$ cat config.mk
export PLATFORM = sky130hd
export DESIGN_NAME = instr_fetch
export DESIGN_NICKNAME = d
export VERILOG_FILES = /design/src/rtl/fetch_pkg.sv /design/src/rtl/fetch_fifo.sv /design/src/rtl/instr_fetch.sv
export SDC_FILE = /design/constraint.sdc
export NUM_CORES = 1
export LEC_CHECK = 0
export ABC_CLOCK_PERIOD_IN_PS = 3700
export CORE_MARGIN = 2
export CORE_UTILIZATION = 53
export CTS_CLUSTER_DIAMETER = 80
export CTS_CLUSTER_SIZE = 16
export DETAILED_ROUTE_END_ITERATION = 12
export GPL_TIMING_DRIVEN = 0
export PLACE_DENSITY = 0.81
export SYNTH_ARGS = -nofsm -noshare
export SYNTH_HDL_FRONTEND = slang
export SYNTH_HIERARCHICAL = 1
export SYNTH_SLANG_ARGS = --single-unit
$ cat constraint.sdc
create_clock -name clk -period 3.7 [get_ports clk]
set_clock_uncertainty 0.1 [all_clocks]
set_input_delay 0.37 -clock clk [delete_from_list [all_inputs] [get_ports clk]]
set_output_delay 0.37 -clock clk [all_outputs]
set_load 0.1 [all_outputs]
$ cat src/rtl/fetch_pkg.sv
// Shared widths and the prefetch buffer entry type for the instruction fetch stage.
// Used by instr_fetch (optional FETCH_STEP_EN build) and fetch_fifo.
package fetch_pkg;

    localparam int INSTR_W = 32;
    localparam int ADDR_W  = 32;
    localparam int PC_STEP = 4;

    typedef struct packed {
        logic [ADDR_W-1:0]  pc;
        logic [INSTR_W-1:0] instr;
    } fetch_entry_t;

endpackage

$ cat src/rtl/fetch_fifo.sv
// In-order prefetch buffer holding {pc, instr} entries; flush empties it in one edge.
// DEPTH must be a power of two (2 or 4) so the pointers wrap naturally.
module fetch_fifo
    import fetch_pkg::*;
#(
    parameter int DEPTH = 2,
    localparam int PW = (DEPTH > 1) ? $clog2(DEPTH) : 1,
    localparam int CW = $clog2(DEPTH + 1)
) (
    input  logic         clk,
    input  logic         rst,
    input  logic         push,
    input  fetch_entry_t push_data,
    input  logic         pop,
    input  logic         flush,
    output fetch_entry_t head,
    output logic         full,
    output logic         empty,
    output logic [CW-1:0] count
);

    fetch_entry_t mem [DEPTH];
    logic [PW-1:0] rd_ptr;
    logic [PW-1:0] wr_ptr;
    logic          do_pop;

    assign do_pop = pop & ~empty;
    assign full   = (count == CW'(DEPTH));
    assign empty  = (count == '0);
    assign head   = mem[rd_ptr];

    // Storage is cleared on reset so the head reads as zero until the first push.
    always_ff @(posedge clk) begin
        if (rst) begin
            rd_ptr <= '0;
            wr_ptr <= '0;
            count  <= '0;
            for (int i = 0; i < DEPTH; i++) begin
                mem[i] <= '0;
            end
        end else if (flush) begin
            rd_ptr <= '0;
            wr_ptr <= '0;
            count  <= '0;
        end else begin
            if (push) begin
                mem[wr_ptr] <= push_data;
                wr_ptr      <= wr_ptr + PW'(1);
            end
            if (do_pop) begin
                rd_ptr <= rd_ptr + PW'(1);
            end
            count <= count + CW'(push) - CW'(do_pop);
        end
    end

endmodule

$ cat src/rtl/instr_fetch.sv
// Instruction fetch stage: issues sequential reads, buffers responses, handles redirects.
// Defining FETCH_STEP_EN adds a 'step' input that gates each issue by a one-shot credit.
module instr_fetch
    import fetch_pkg::*;
#(
    parameter logic [ADDR_W-1:0] RESET_PC   = 32'h0000_0000,
    parameter int                FIFO_DEPTH = 2
) (
    input  logic               clk,
    input  logic               rst,
`ifdef FETCH_STEP_EN
    input  logic               step,
`endif
    output logic               imem_req,
    output logic [ADDR_W-1:0]  imem_addr,
    input  logic [INSTR_W-1:0] imem_rdata,
    input  logic               redirect_valid,
    input  logic [ADDR_W-1:0]  redirect_pc,
    output logic               out_valid,
    input  logic               out_ready,
    output logic [INSTR_W-1:0] out_instr,
    output logic [ADDR_W-1:0]  out_pc
);

    localparam int CW = $clog2(FIFO_DEPTH + 1);

    logic [ADDR_W-1:0] fetch_pc;
    logic [ADDR_W-1:0] inflight_pc;
    logic              inflight;
    logic              rst_hold;
    logic              issue;
    logic              room;
    logic              credit_ok;
    logic              pop;
    logic              push;
    logic [CW:0]       occupancy;
    logic [CW-1:0]     fifo_count;
    logic              fifo_full;
    logic              fifo_empty;
    fetch_entry_t      push_entry;
    fetch_entry_t      fifo_head;

    assign out_valid = ~fifo_empty;
    assign pop       = out_valid & out_ready;
    assign push      = inflight & (~fifo_full | pop);

    // A same-cycle pop frees a slot, which keeps one instruction per cycle flowing.
    assign occupancy = {1'b0, fifo_count} + (CW+1)'(inflight) - (CW+1)'(pop);
    assign room      = (occupancy < (CW+1)'(FIFO_DEPTH));
    assign issue     = room & ~redirect_valid & ~rst_hold & credit_ok;

    assign imem_req   = issue;
    assign imem_addr  = fetch_pc;
    assign push_entry = '{pc: inflight_pc, instr: imem_rdata};
    assign out_instr  = fifo_head.instr;
    assign out_pc     = fifo_head.pc;

    // rst_hold keeps the request line quiet for the first cycle after reset.
    always_ff @(posedge clk) begin
        if (rst) begin
            fetch_pc    <= RESET_PC & ~ADDR_W'(3);
            inflight    <= 1'b0;
            inflight_pc <= '0;
            rst_hold    <= 1'b1;
        end else begin
            rst_hold <= 1'b0;
            if (redirect_valid) begin
                fetch_pc <= redirect_pc & ~ADDR_W'(3);
                inflight <= 1'b0;
            end else begin
                inflight <= issue;
                if (issue) begin
                    inflight_pc <= fetch_pc;
                    fetch_pc    <= fetch_pc + ADDR_W'(PC_STEP);
                end
            end
        end
    end

`ifdef FETCH_STEP_EN
    logic step_d;
    logic step_credit;

    // A rising edge on step grants one issue; an unused credit is not stacked.
    always_ff @(posedge clk) begin
        if (rst) begin
            step_d      <= 1'b0;
            step_credit <= 1'b0;
        end else begin
            step_d      <= step;
            step_credit <= (step_credit & ~issue) | (step & ~step_d);
        end
    end

    assign credit_ok = step_credit;
`else
    assign credit_ok = 1'b1;
`endif

    fetch_fifo #(
        .DEPTH(FIFO_DEPTH)
    ) u_fifo (
        .clk      (clk),
        .rst      (rst),
        .push     (push),
        .push_data(push_entry),
        .pop      (pop),
        .flush    (redirect_valid),
        .head     (fifo_head),
        .full     (fifo_full),
        .empty    (fifo_empty),
        .count    (fifo_count)
    );

endmodule

# --- Word level (Yosys, flattened, before mapping) ---
# Memory sizes are Yosys's and may differ from the RTL's. A register that Yosys moved wholly into a read port is not among the register bits.
# Cells that the tools add are included.
totals:
  input_bits: 68
  out_inout_bits: 98
  mem_count: 1
  ram_bits: 128
  word_cells: 46
  register_bits: 70
mem_list:
  columns: ["name", "words", "width", "rd", "rd_clocked_by_memory_dff", "write_ports", "line_no", "text"]
  rows:
  - ["u_fifo.mem", 2, 64, 1, 1, 2, "fetch_fifo.sv:22", "fetch_entry_t mem [DEPTH];"]
op_classes:
  n_lt_le_gt_ge: 1
  n_mux: 13
  eq_ne: 1
  addsub: 7
  bitwise: 10
  n_reduce_logical: 5
op_table:
  columns: ["op", "count"]
  rows:
  - ["two-way mux 32 bit", 2]
  - ["two-way mux 64 bit", 1]
  - ["OR reduction 64 bit", 1]
  - ["adder 32 x 3 -> 32 bit, second input constant", 1]
  - ["two-way mux 1 bit", 10]
  - ["AND 1 bit", 5]
  - ["NOT 1 bit", 4]
  - ["adder 2 x 1 -> 3 bit", 1]
  - ["< comparator 3 x 2 -> 1 bit, second input constant", 1]
  - ["subtractor 3 x 1 -> 3 bit", 1]
  - ["adder 1 bit, second input constant", 2]
  - ["adder 2 x 1 -> 2 bit", 1]
  - ["equality test 2 bit, second input constant", 1]
  - ["logical NOT 2 bit", 1]
  - ["AND reduction 2 bit", 1]
  - ["nonzero test 2 bit", 1]
  - ["OR reduction 2 bit", 1]
  - ["subtractor 2 x 1 -> 2 bit", 1]
  - ["bitwise OR 1 bit", 1]

# --- Logic depth before layout (Yosys ltp) ---
# Gate-level depths: netlist of run 1.
depth:
  depth_word: 11
  depth_mapped: 13

# --- Modules after synthesis ---
# The synthesis of run 1 kept the hierarchy.
by_module_without_submodules:
  columns: ["module", "n_inst", "cells_each", "area_each_um2", "seq_area_each_um2"]
  rows:
  - ["fetch_fifo", 1, 382, 5959.5, 3943.8]
  - ["instr_fetch", 1, 385, 2985.4, 1241.2]

# --- Worst setup path after synthesis of run 1 ---
# Ideal clock, no wire load.
synth_timing:
  kind: "register to output"
  startpoint: "register u_fifo.count[1]"
  endpoint: "output port imem_req"
  t_arrival_ns: 2.903
  required_time_ns: 3.230
  stages_incl_launch_ff: 12
  slack_ns: 0.327
  cell_sequence: "dfxtp_1 -> nor2_1 -> nor2b_1 -> ha_1 -> nand2b_1 -> fa_1 -> xor2_1 -> or3_1 -> clkbuf_1 -> inv_1 -> buf_2 -> buf_2"
synth_via:
  elab_chain_cells: 7
  elab_cells_between_ends: 8
  cone_classes: "2 x add/sub; 1 x order compare; 4 x bitwise; 1 x reduce/logical"
synth_rtl:
  columns: ["item", "line_no", "text"]
  rows:
  - ["start: declaration", "fetch_fifo.sv:19", "output logic [CW-1:0] count"]
  - ["start signal: assignment", "fetch_fifo.sv:53", "count <= count + CW'(push) - CW'(do_pop);"]
  - ["logical NOT 2 bit", "fetch_fifo.sv:29", "assign empty = (count == '0);"]
  - ["named net fifo_empty", "instr_fetch.sv:39", "logic fifo_empty;"]
  - ["NOT 1 bit", "instr_fetch.sv:43", "assign out_valid = ~fifo_empty;"]
  - ["AND 1 bit", "instr_fetch.sv:44", "assign pop = out_valid & out_ready;"]
  - ["named net pop", "instr_fetch.sv:34", "logic pop;"]
  - ["subtractor 3 x 1 -> 3 bit", "instr_fetch.sv:48", "assign occupancy = {1'b0, fifo_count} + (CW+1)'(inflight) - (CW+1)'(pop);"]
  - ["< comparator 3 x 2 -> 1 bit", "instr_fetch.sv:49", "assign room = (occupancy < (CW+1)'(FIFO_DEPTH));"]
  - ["AND 1 bit (2 in series)", "instr_fetch.sv:50", "assign issue = room & ~redirect_valid & ~rst_hold & credit_ok;"]
  - ["end: declaration", "instr_fetch.sv:14", "output logic imem_req,"]
# The timed path passes the listed nets, and every way through them passes these cells.

# --- Worst setup path in the final report of run 1 ---
# Same ends and word-level chain as after synthesis.

==> metrics.txt, run 1 <==
Routed WL per cell 17.99 um; slowest CP cell fa_1; critical path endpoint category output pin; clock sink count 195; Fin. Hold Viols 0; port buffer count 161; post-route cell area 11520 um2; switching pwr 0.001475 W; Core ar. 16520 um2; fillers 1190; Synth area leader edfxtp_1; GRT Total Usage 23.91%; synth cell count leaders 134 x and3_1, 128 x edfxtp_1, 84 x nand2_1; largest cells by area after synthesis edfxtp_1 43%, dfxtp_1 15%, and3_1 9.4%; vias in the first global route 6689; first-pass GRT wire length 33.42 mm; CP Launch Type flip-flop; Avg Cell Area, Syn 11.66 um2; fin nets 1026; register area 5190 um2; CTS root buf clkbuf_16; Synth Area in Compound Gates 7.176%; layout cell share with drive strength beyond 1 15.84%; simple-gate portion of the synthesized area 18.28%; largest family of logic cells by synthesized area simple AND/OR/NAND/NOR gates; minimum clock period 3539 ps; total grt overflow 0; Placed Instance Area 10860 um2; Synth Area in XOR/XNOR 1.427%; slowest stage delay, CP 380 ps; most frequent CP cell buf_12; Post-synth EDFFs 128; measured slew at the worst slew-check pin 1033 ps; post-synth top area share 42.97%; clk slew on worst S/H paths 70 ps; Antenna diodes 0; worst hold endpoint inflight_pc[17]; most frequent cell after synthesis and3_1; via count 6745; crit path cell chain nor2_2 -> nor2b_2 -> ha_1 -> nand2b_1 -> fa_1 -> xor2_1 -> or3_1 -> clkbuf_1 -> inv_2 -> buf_12 -> buf_12; Area growth syn-to-layout 28.76%; R2R depth 13; Worst EP required 3230 ps; fin crit share 95.65%; Seq/Total Area, Yosys 57.97%; hold depth 2; sequential share of power 47.4%; Pleak 4.589 nW; row count 47; Pint 0.003724 W; DRT iter0 DRCs 485; Pre-Repair DR Iteration Count 7; Num CTS Buffers 17; Clk Latency, worst-skew pair 420 ps; antenna viol nets, final 0; critical path class flip-flop to output pin; Post-Synth Adder-Cell Area 0.7833%; PD cells 451.4 nW/um2; Max clock buf depth 2; fin. max-slew vios 0; #FFs+latches synth 195; RR Endpoint imem_addr[14]; async set-reset flop share out of synthesis 0%; Logic pwr share 16.5%; initial antenna violation count 0; die extent in x 133.9 um; Syn. warnings 6; maxcap violations 0; Critical Path AT 3070 ps; Yosys cell types 52; setup TNS 0 ps; Final setup viols 0; global placement routability congestion 0.9071; CTS tree built; combined area of the multi-input logic cells 3289 um2; HP Start inflight_pc[17]; largest net degree at the start of global routing 65; Total Wirelength 21.34 mm; DIE HEIGHT 133.9 um; mux share of post-synthesis cell area 8.659%; synthesized cell area 8945 um2; Max Fclk 282.6 MHz; Rel. slew slack 30.91%; Critical R2R Launch u_fifo/count[1]; RSZ-0062 raised after global routing false; worst reg-to-reg setup slack 270 ps; post-DP HPWL 14.35 mm; Post-route DRC 0; cts hold-fix bufs 0; Ports 166; Hold Crit Class flip-flop to flip-flop; Clk pwr share 36.1%; sw frac 28.37%; crit path max fanout 19; Die ar. 17930 um2; Starting Density 54.13%; number of H-tree levels 4; status completed; Syn Inst Count 767; Peak supply drop 0.0003432 V; Primary FF master, synth edfxtp_1; vias per inst 5.687
critical path, delay by kind of cell, from the launching register on:
family,cells,cell delay [ps]
fa+ha+maj,2,660
buf+inv,4,650
xor+xnor,1,220
simple gates,4,730
flops,1,370
per-layer routing:
layer	part of all wire (%)	wire length (um)	GRT usage, %
met5	0	0	0
met4	2.6	546	10.87
met3	7.8	1666	3.817
met2	49	10370	39.52
met1	41	8760	31.19
stage by stage:
step	util [%]	setup slack (ps)	hold slack [ps]	power [W]	cells
2_1_floorplan	-	327.2	297.7	0.003097	772
3_3_place_gp	65.66	-1173	348.1	0.003349	1153
3_5_place_dp	65.74	-1207	352.9	0.003358	1153
4_1_cts	69.47	34.74	364.5	0.005210	1184
5_1_grt	69.70	1.053	390.5	0.005338	1186
6_report	69.70	160.8	362.9	0.005198	1186
repair_timing:
item	CTS	global route
gates cloned	0	0
gates resized for setup	13	10
setup buffers	0	2
endpoints found under the setup margin	3	16
worst max-delay path by stage:
stage,start,slack (ps),to
after detailed placement,out_ready,-1210,imem_req
after global placement,out_ready,-1170,imem_req
final,u_fifo/count[1],160,imem_req
after CTS,u_fifo/count[1],30,imem_req
after floorplan,u_fifo/count[1],330,imem_req
after global routing,u_fifo/count[1],1,imem_req
cells by family (layout without fill, tap and decap cells):
| logic type | count (synthesis) | count (layout) |
|---|---|---|
| AO/OA/AOI/OAI | 106 | 106 |
| XOR/XNOR | 13 | 13 |
| multiplexers | 69 | 69 |
| adder cells (fa/ha/maj) | 5 | 5 |
| flip-flops | 195 | 195 |
| AND/OR/NAND/NOR | 299 | 299 |
| other | 1 | 6 |
| buffers and inverters | 79 | 273 |
layout make-up:
class | instances | share of cell area (%)
clock buffers | 18 | 3.726
flip-flops and latches | 195 | 45.06
repair buffers | 163 | 14.21
well taps | 220 | 2.390
multi-input cells | 498 | 28.56
clock inverters | 14 | 1.543
inverters | 13 | 0.4237
plain buffers | 65 | 4.085
registers in the layout (all words and copies together) (netlist names), named ones only:
register       cells
u_fifo/rd_ptr      1
inflight           1
rst_hold           1
u_fifo/count       2
inflight_pc       30
u_fifo/mem       128
imem_addr         30
u_fifo/wr_ptr      1
cells in the final DEF (no fill, tap or decap), types with 17 or more instances in the layout:
| cell | count |
|---|---|
| clkdlybuf4s50_1 | 160 |
| and3_1 | 134 |
| edfxtp_1 | 128 |
| nand2_1 | 84 |
| mux2_2 | 67 |
| dfxtp_1 | 65 |
| a21oi_1 | 50 |
| clkbuf_1 | 23 |
| nor4_1 | 17 |
| clkbuf_16 | 17 |
power by group through the flow:
| stage | registers [W] | logic (W) | clock network [W] |
|---|---|---|---|
| 6_report | 0.00246 | 0.000859 | 0.00188 |
| 2_1_floorplan | 0.00264 | 0.000460 | 0 |
| 3_3_place_gp | 0.00251 | 0.000843 | 0 |
| 5_1_grt | 0.00247 | 0.000893 | 0.00197 |
| 4_1_cts | 0.00246 | 0.000855 | 0.00189 |
| 3_5_place_dp | 0.00251 | 0.000849 | 0 |
Power figures use the tool's default switching activity.
==> inputs of run 2 (changes only) <==
--- a/config.mk
+++ b/config.mk
@@ -6,6 +6,7 @@
 export NUM_CORES = 1
 export LEC_CHECK = 0
 export ABC_CLOCK_PERIOD_IN_PS = 3700
+export CAP_MARGIN = 40
 export CORE_MARGIN = 2
 export CORE_UTILIZATION = 53
 export CTS_CLUSTER_DIAMETER = 80
==> run 2 against run 1 <==
  * Clock-buffer cell count decreased by 1
  * Via count increased by 7.9%
  * Sequential cell count unchanged
  * Sequential power about the same
  * Clock power decreased by 6%
  * Die area unchanged
  * Sequential share of layout area decreased by 5.2 points
  * Wire length increased by 11%
  * Maximum frequency increased by 1.2%
  * Critical path type unchanged
==> metrics.txt, run 2 (synthesis results as in run 1) <==
status completed (unchanged); first-pass GRT wire length 36.92 mm (was 33.42 mm); clk slew on worst S/H paths 70 ps (about the same); CTS tree built (unchanged); post-DP HPWL 16.80 mm (was 14.35 mm); hold depth 2 (unchanged); port buffer count 161 (unchanged); layout cell share with drive strength beyond 1 23.40% (was 15.84%); fin nets 1120 (was 1026); switching pwr 0.001530 W (was 0.001475 W); Top reg by flops u_fifo/mem (unchanged); CP Depth 11 (unchanged); CP Launch Type flip-flop (unchanged); DRT iter0 DRCs 670 (was 485); Antenna diodes 0 (unchanged); Ports 166 (unchanged); fin crit share 94.53% (was 95.65%); Peak supply drop 0.0003778 V (was 0.0003432 V); Logic pwr share 20.0% (was 16.5%); Pint 0.003746 W (was 0.003724 W); die extent in x 133.9 um (unchanged); minimum clock period 3498 ps (was 3539 ps); commonest non-fill, non-tap cell in the layout clkdlybuf4s50_1 (unchanged); Worst EP required 3230 ps (about the same); Die ar. 17930 um2 (unchanged); largest net degree at the start of global routing 65 (unchanged); Final setup viols 0 (unchanged); slowest stage delay, CP 380 ps (about the same); vias in the first global route 7327 (was 6689); Max Fclk 285.9 MHz (was 282.6 MHz); total grt overflow 0 (unchanged); row count 47 (unchanged); via count 7275 (was 6745); Total Wirelength 23.74 mm (was 21.34 mm); cts hold-fix bufs 0 (unchanged); clock sink count 195 (unchanged); initial antenna violation count 0 (unchanged); Pleak 5.311 nW (was 4.589 nW); Post-route DRC 0 (unchanged); Clk pwr share 33.3% (was 36.1%); global placement routability congestion 0.9071 (unchanged); fin. max-slew vios 0 (unchanged); slowest CP cell fa_1 (unchanged); fin util 78.71% (was 69.70%); dpl ws -768.0 ps (was -1207 ps); crit path max fanout 19 (unchanged); Rel. slew slack 43.72% (was 30.91%); CTS root buf clkbuf_16 (unchanged); Pre-Repair DR Iteration Count 5 (was 7); Starting Density 54.13% (unchanged); Clk Latency, worst-skew pair 420 ps (about the same); maxcap violations 0 (unchanged); Routed WL per cell 18.55 um (was 17.99 um); Hold Crit Class flip-flop to flip-flop (unchanged); Num CTS Buffers 17 (unchanged); DIE HEIGHT 133.9 um (unchanged); setup TNS 0 ps (unchanged); R2R depth 13 (unchanged); Core ar. 16520 um2 (unchanged); Critical Path AT 3030 ps (was 3070 ps); critical path class flip-flop to output pin (unchanged); WP buf/inv 4 (unchanged); critical path endpoint category output pin (unchanged); PD cells 405.6 nW/um2 (was 451.4 nW/um2); sequential share of power 46.7% (was 47.4%); Largest register FFs 128 (unchanged); vias per inst 5.684 (was 5.687); Area growth syn-to-layout 45.40% (was 28.76%); sw frac 29.00% (was 28.37%); Placed Instance Area 12420 um2 (was 10860 um2); RSZ-0062 raised after global routing false (unchanged); Crit path max-delay family simple AND/OR/NAND/NOR gates (unchanged); antenna viol nets, final 0 (unchanged); crit path cell chain nor2_2 -> nor2b_2 -> ha_1 -> nand2b_1 -> fa_1 -> xor2_1 -> or3_1 -> clkbuf_1 -> inv_2 -> buf_8 -> buf_12 (was nor2_2 -> nor2b_2 -> ha_1 -> nand2b_1 -> fa_1 -> xor2_1 -> or3_1 -> clkbuf_1 -> inv_2 -> buf_12 -> buf_12); number of H-tree levels 4 (unchanged); Max clock buf depth 2 (unchanged); post-route cell area 13010 um2 (was 11520 um2); Worst Slack Setup Final 202.2 ps (was 160.8 ps); measured slew at the worst slew-check pin 844.2 ps (was 1033 ps); Fin. Hold Viols 0 (unchanged); GRT Total Usage 26.41% (was 23.91%); most frequent cells in the layout 160 x clkdlybuf4s50_1, 134 x and3_1, 128 x edfxtp_1, 97 x buf_8, 84 x nand2_1 (was 160 x clkdlybuf4s50_1, 134 x and3_1, 128 x edfxtp_1, 84 x nand2_1, 67 x mux2_2)
run 2: changes by cell type in the layout (fill, tap and decap cells not counted):
| cell | change |
|---|---|
| buf_8 | +87 |
| buf_16 | +9 |
| bufinv_16 | -2 |
| inv_6 | +2 |
| buf_12 | -1 |
| buf_4 | -1 |
| clkbuf_1 | -1 |
| clkinv_2 | +1 |
| clkinvlp_4 | -1 |
| inv_8 | +1 |
run 2: tightest hold or removal path: stages (launching register included):
cell     delay [ps]
dfxtp_1         310
nand2_1          50
a21oi_1          50
run 2: worst paths after layout:
| path | start | end | slack (ps) |
|---|---|---|---|
| worst max register to register | u_fifo/count[1] | imem_addr[14] | 300 |
| worst max-delay path | u_fifo/count[1] | imem_req | 200 |
| worst min-delay path | inflight_pc[8] | inflight_pc[8] | 360 |
| worst min register to register | inflight_pc[8] | inflight_pc[8] | 360 |
run 2: final cells by class:
class	count	area, um2
Inverter	13	48.80
Clock buffer	17	425.4
Clock inverter	15	143.9
Fill cell	994	3518
Sequential cell	195	5190
Buffer	65	465.4
Timing Repair Buffer	257	3168
Multi-Input combinational cell	498	3289
Tap cell	220	275.3
run 2: repair_timing:
item / in CTS / in global routing
gates resized for setup: 10 / 4
setup endpoints to repair: 2 / 7
buffers inserted: 1 / 0
pin swaps: 0 / 0
run 2: layer usage:
| layer | GRT usage, % | wire [um] |
|---|---|---|
| met1 | 32.49 | 9184 |
| met2 | 45.10 | 11970 |
| met3 | 5.178 | 1828 |
| met4 | 12.17 | 753 |
| met5 | 0 | 0 |
run 2: power groups by stage:
stage	sequential, W	combinational (W)	clock, W
final	0.00247	0.00105	0.00176
after global routing	0.00247	0.00109	0.00187
after CTS	0.00246	0.00105	0.00179
after detailed placement	0.00251	0.00105	0
after global placement	0.00251	0.000843	0
after floorplan	0.00264	0.000460	0
run 2: per-stage QoR:
step                instances  hold slack (ps)  total power [W]
detailed placement       1249            352.9         0.003558
finish                   1280            360.6         0.005276
floorplan                 772            297.7         0.003097
CTS                      1280            362.5         0.005302
global placement         1153            348.1         0.003349
global route             1280            381.3         0.005433
==> inputs of run 3 (changes only) <==
--- a/config.mk
+++ b/config.mk
@@ -5,6 +5,7 @@
 export SDC_FILE = /design/constraint.sdc
 export NUM_CORES = 1
 export LEC_CHECK = 0
+export ABC_AREA = 1
 export ABC_CLOCK_PERIOD_IN_PS = 3700
 export CAP_MARGIN = 40
 export CORE_MARGIN = 2
==> run 3 against run 2 <==
  * Combinational power about the same
  * Maximum frequency increased by 7.7%
  * Sequential cell count did not move
  * Highest routed layer unchanged
  * Sequential power hardly changed
  * Critical endpoint is now imem_addr[19]
  * Wire length increased by 1.5%
  * Total power increased by 2.6%
  * Largest cell class unchanged
  * Largest power group unchanged
==> metrics.txt, run 3 <==
status completed (unchanged); Largest register FFs 128 (unchanged); Syn. warnings 6 (unchanged); Antenna diodes 0 (unchanged); Synth Area in XOR/XNOR 0.3866% (was 1.427%); fin. max-slew vios 0 (unchanged); RSZ-0062 raised after global routing false (unchanged); Num CTS Buffers 17 (unchanged); post-DP HPWL 17.43 mm (was 16.80 mm); Seq/Total Area, Yosys 57.21% (was 57.97%); minimum clock period 3247 ps (was 3498 ps); Top reg by flops u_fifo/mem (unchanged); dpl ws -14.54 ps (was -768.0 ps); via count 7605 (was 7275); global placement routability congestion 0.8908 (was 0.9071); fin util 79.51% (was 78.71%); antenna viol nets, final 0 (unchanged); slowest CP cell fa_1 (unchanged); GRT Total Usage 27.42% (was 26.41%); #FFs+latches synth 195 (unchanged); Crit path max-delay family simple AND/OR/NAND/NOR gates (unchanged); DIE HEIGHT 134.8 um (was 133.9 um); slowest stage delay, CP 500 ps (was 380 ps); fin crit share 87.77% (was 94.53%); Ports 166 (unchanged); Rel. slew slack 52.65% (was 43.72%); Post-route DRC 0 (unchanged); vias in the first global route 7620 (was 7327); Worst Slack Setup Final 452.6 ps (was 202.2 ps); layout cell share with drive strength beyond 1 20.86% (was 23.40%); Post-Synth Adder-Cell Area 0.7732% (was 0.7833%); clk slew on worst S/H paths 70 ps (about the same); crit path max fanout 10 (was 19); Pre-Repair DR Iteration Count 5 (unchanged); async set-reset flop share out of synthesis 0% (unchanged); Primary FF master, synth edfxtp_1 (unchanged); port buffer count 161 (unchanged); CP Launch Type flip-flop (unchanged); cts hold-fix bufs 0 (unchanged); Routed WL per cell 16.38 um (was 18.55 um); total grt overflow 0 (unchanged); maxcap violations 0 (unchanged); Yosys cell types 34 (was 52); Synth area leader edfxtp_1 (unchanged); WP buf/inv 7 (was 4); largest net degree at the start of global routing 50 (was 65); Pleak 5.469 nW (was 5.311 nW); initial antenna violation count 0 (unchanged); Critical Path AT 3480 ps (was 3030 ps); Max clock buf depth 2 (unchanged); clock sink count 195 (unchanged); post-synth top area share 42.41% (was 42.97%); CTS root buf clkbuf_16 (unchanged); Core ar. 16640 um2 (was 16520 um2); DRT iter0 DRCs 563 (was 670); measured slew at the worst slew-check pin 710.2 ps (was 844.2 ps); Synth Area in Compound Gates 4.349% (was 7.176%); Area growth syn-to-layout 46.02% (was 45.40%); first-pass GRT wire length 38.25 mm (was 36.92 mm); Starting Density 54.45% (was 54.13%); synthesized cell area 9062 um2 (was 8945 um2); Die ar. 18160 um2 (was 17930 um2); Worst Hold Slack 387.4 ps (was 360.6 ps); largest cells by area after synthesis edfxtp_1 42%, dfxtp_1 15%, nor2_1 8.5% (was edfxtp_1 43%, dfxtp_1 15%, and3_1 9.4%); Post-synth EDFFs 128 (unchanged); number of H-tree levels 4 (unchanged); Avg Cell Area, Syn 9.480 um2 (was 11.66 um2); synth cell count leaders 206 x nor2_1, 139 x nand2_1, 138 x inv_1 (was 134 x and3_1, 128 x edfxtp_1, 84 x nand2_1); largest family of logic cells by synthesized area simple AND/OR/NAND/NOR gates (unchanged); setup TNS 0 ps (unchanged); Total Wirelength 24.10 mm (was 23.74 mm); mux share of post-synthesis cell area 7.953% (was 8.659%); critical path endpoint category flip-flop (was output pin); Syn Inst Count 956 (was 767); commonest non-fill, non-tap cell in the layout nor2_1 (was clkdlybuf4s50_1); crit path cell chain nor2_4 -> inv_1 -> nand2_2 -> inv_1 -> ha_1 -> inv_1 -> nand2_1 -> fa_1 -> nand2_1 -> nor2_1 -> nand2_2 -> buf_4 -> buf_4 -> nand2_2 -> buf_2 -> o21ai_1 -> nand3b_1 -> nand2_1 -> inv_1 (was nor2_2 -> nor2b_2 -> ha_1 -> nand2b_1 -> fa_1 -> xor2_1 -> or3_1 -> clkbuf_1 -> inv_2 -> buf_8 -> buf_12); CTS tree built (unchanged); most frequent CP cell inv_1; row count 47 (unchanged); Fin. Hold Viols 0 (unchanged); most frequent cells in the layout 205 x nor2_1, 160 x clkdlybuf4s50_1, 138 x inv_1, 136 x nand2_1, 128 x edfxtp_1 (was 160 x clkdlybuf4s50_1, 134 x and3_1, 128 x edfxtp_1, 97 x buf_8, 84 x nand2_1); vias per inst 5.170 (was 5.684); simple-gate portion of the synthesized area 20.19% (was 18.28%); Worst EP required 3930 ps (was 3230 ps); critical path class flip-flop to flip-flop (was flip-flop to output pin); Clk Latency, worst-skew pair 430 ps (was 420 ps); Hold Crit Class flip-flop to flip-flop (unchanged); fin nets 1311 (was 1120); most frequent cell after synthesis nor2_1 (was and3_1); Final setup viols 0 (unchanged); Peak supply drop 0.0003061 V (was 0.0003778 V); die extent in x 134.8 um (was 133.9 um); PD cells 408.9 nW/um2 (was 405.6 nW/um2); fillers 986 (was 994); Max Fclk 307.9 MHz (was 285.9 MHz)
-- run 3: cell count changes in the layout (fill, tap and decap cells not counted), sizes merged, moves of 38 or more --
| cell | change |
|---|---|
| a21oi | -38 |
| nand2 | +63 |
| nor2 | +209 |
| and3 | -134 |
| inv | +128 |
-- run 3: timing repair --
| action | 4_1_cts | 5_1_grt |
|---|---|---|
| pin swaps | 1 | 1 |
| buffers inserted | 2 | 1 |
| endpoints found under the setup margin | 1 | 1 |
| gates resized for setup | 7 | 1 |
-- run 3: tightest hold or removal path: cells and delay by family, from the launching register on --
family        cells  cell delay, ps
simple gates      2             130
flops             1             330
-- run 3: cells by family after synthesis --
kind of cell               count (synthesis)
xor gates and xnor gates                   4
DFF                                      195
buffers and inverters                    186
other                                      1
adders and majority gates                  5
muxes                                     64
AOI/OAI and AO/OA                         71
and+or+nand+nor                          430
-- run 3: per-stage QoR --
step / instance area [um2] / instances / total power, W
3_5_place_dp: 12600 / 1438 / 0.003575
2_1_floorplan: 9079 / 959 / 0.003114
4_1_cts: 13230 / 1471 / 0.005423
5_1_grt: 13230 / 1471 / 0.005565
6_report: 13230 / 1471 / 0.005411
3_3_place_gp: 10970 / 1340 / 0.003362
-- run 3: power breakdown --
group	switching [W]	total [W]	internal, W
Combinational	0.000669	0.00106	0.000391
Clock	0.000799	0.00187	0.00107
Sequential	0.0000669	0.00248	0.00241
-- run 3: final timing paths --
check / startpoint / slack [ps] / cells after the start / end
worst min-delay path: inflight_pc[3] / 390 / 2 / inflight_pc[3]
worst max-delay path: u_fifo/count[1] / 450 / 19 / imem_addr[19]
worst min register to register: inflight_pc[3] / 390 / 2 / inflight_pc[3]
worst max register to register: u_fifo/count[1] / 450 / 19 / imem_addr[19]
-- run 3: layout make-up --
type | instances | area [um2] | share of cell area, %
flip-flops and latches | 195 | 5189 | 39.21
repair buffers | 261 | 3251 | 24.57
multi-input cells | 578 | 3089 | 23.35
inverters | 143 | 541.8 | 4.094
clock buffers | 18 | 429.2 | 3.243
plain buffers | 42 | 282.8 | 2.137
well taps | 220 | 275.3 | 2.080
clock inverters | 14 | 175.2 | 1.324
-- run 3: layer usage --
layer | part of all wire [%] | global-route usage [%] | vias to the layer above
met5 | 0 | 0 | -
met1 | 39 | 32.82 | 3549
met2 | 52 | 48.93 | 346
li1 | - | - | 3648
met4 | 3.0 | 11.87 | 0
met3 | 6.7 | 4.354 | 62
==> edit: new RTL, config.mk and constraints of run 2 <==
Add a define of `FETCH_STEP_EN`.
--- a/src/rtl/instr_fetch.sv
+++ b/src/rtl/instr_fetch.sv
@@ -1,5 +1,7 @@
 // Instruction fetch stage: issues sequential reads, buffers responses, handles redirects.
 // Defining FETCH_STEP_EN adds a 'step' input that gates each issue by a one-shot credit.
+`define FETCH_STEP_EN
+
 module instr_fetch
     import fetch_pkg::*;
 #(
Interface: changed (added step); port bits go from 166 to 167. The function was not compared with the original's and may differ.
==> edit against run 2 <==
- maximum frequency grew 8.7%
- synthesized area up 1.7%
- power rose by 2.2%
- routed wire length up 11%
- cell area grew 2.6%
- sequential cell count rose by 2
- setup slack improved by 280 ps
- count of clock-buffer cells in the layout is the same
- highest routed layer is now met5
==> edit: results <==
metrics = {
    "status": {
        "status": "finished, final reports clean",
    },
    "global_routing": {
        "grt_pass1_vias": 7550,
        "grt_pass1_wl_um": 40600,
        "grt_usage": 0.290,
        "grt_antenna_before_repair": 1,
    },
    "logic_synthesis": {
        "ys_top_cells_by_area": "edfxtp_1 (42%), dfxtp_1 (15%), and3_1 (8.9%)",
        "syn_avg_cell_area_um2": 11.5,
        "synthTopCellsByCount": "and3_1 (130), edfxtp_1 (128), nand2_1 (86)",
        "synth_seq_area_share": 0.575,
        "synthDistinctLibCells": 57,
    },
    "worst_setup_path": {
        "rrSetupSlack_ps": 500,
        "slowest_delay_ps": 500,
        "critPathLaunch": "out_ready",
        "reg2reg_to": "inflight_pc[11]$_SDFFE_PP0P_",
        "endpoint": "inflight_pc[11]$_SDFFE_PP0P_",
        "arrival_ps": 3470,
        "cp_max_fo": 11,
    },
    "pwr": {
        "leakagePower_nw": 5.45,
        "ir_drop_mv": 0.364,
    },
    "cts": {
        "clock_path_buffers": 2,
        "clk_latency_ps": 440,
    },
    "routing": {
        "vias_per_cell": 5.74,
        "vias": 7519,
        "drtIter0Drc": 542,
    },
    "worst_hold_path": {
        "whs_endpoint": "inflight_pc[22]$_SDFFE_PP0P_",
        "min-delay-start": "inflight_pc[22]$_SDFFE_PP0P_",
    },
    "placed_design": {
        "place.gp.congestion": 0.957,
        "placed_cells": 1273,
        "dp_hpwl_um": 17900,
        "io_buffers": 162,
    },
    "final_layout": {
        "layout-drive-gt1-share": 0.239,
        "nNetsFinal": 1151,
    },
    "sta": {
        "hold_slack_ps": 366,
    },
}
-- edit: cell types whose count changed after synthesis, moves of 6 or more --
cell      change
a31oi_1       +6
buf_2         +9
nand4_1       +6
nor3_1        +6
nor4_1        -9
o21ai_0      -10
o21ai_1      +14
o311ai_0      -6
xnor2_1       -6
-- edit: where the power goes --
| part | internal [mW] | total (mW) | switching, mW |
|---|---|---|---|
| combinational | 0.354 | 0.923 | 0.569 |
| clock | 1.15 | 2.00 | 0.850 |
| sequential | 2.41 | 2.47 | 0.0567 |
-- edit: layer usage --
layer,vias up,routed length [um],track usage
met5,-,8,0
met4,2,827,0.128
met3,78,2080,0.0567
met2,408,13300,0.498
met1,3545,10100,0.357
li1,3486,-,-
-- edit: what timing repair did --
| item | CTS | global route |
|---|---|---|
| setup buffers | 0 | 7 |
| endpoints found under the hold margin | 0 | 0 |
| setup endpoints to repair | 1 | 1 |
| gates cloned | 0 | 0 |
| hold buffers | 0 | 0 |
| gates resized for setup | 5 | 3 |
-- edit: metrics by stage --
step	power [mW]	utilization	area, um^2	worst slack (ps)
6_report	5.39	0.799	13300	483
5_1_grt	5.51	0.799	13300	329
4_1_cts	5.39	0.796	13300	1.37
3_5_place_dp	3.42	0.757	12600	-372
3_3_place_gp	3.24	0.659	11000	-802
2_1_floorplan	3.01	-	9110	266
-- edit: worst register-to-register path, stage by stage (launching register included) --
cell and delay [ps]:
dfxtp_4 370, nor2_4 140, nor2b_2 70, ha_1 280
nand2b_1 150, fa_1 500, and4bb_1 230, nand2_1 120
clkinv_4 140, buf_4 130, buf_2 250, buf_1 370
nand2_1 110, a21oi_1 150
-- edit: logic make-up after synthesis --
kind of cell / after synthesis / synth area share
adder cells (fa/ha/maj): 5 / 0.00771
AND/OR/NAND/NOR: 309 / 0.190
flip-flops: 197 / 0.575
XOR/XNOR: 9 / 0.0102
multiplexers: 67 / 0.0830
AO/OA/AOI/OAI: 118 / 0.0768
other: 1 / 0.000412
buffers and inverters: 84 / 0.0578
-- edit: final cells by class --
class	instances	area, um^2	share of cell area
sequential	197	5230	0.392
multi-input combinational	514	3380	0.254
timing repair buffer	264	3290	0.246
buffer	69	468	0.0351
clock buffer	17	425	0.0319
tap	220	275	0.0206
clock inverter	15	215	0.0161
inverter	14	57.6	0.00431
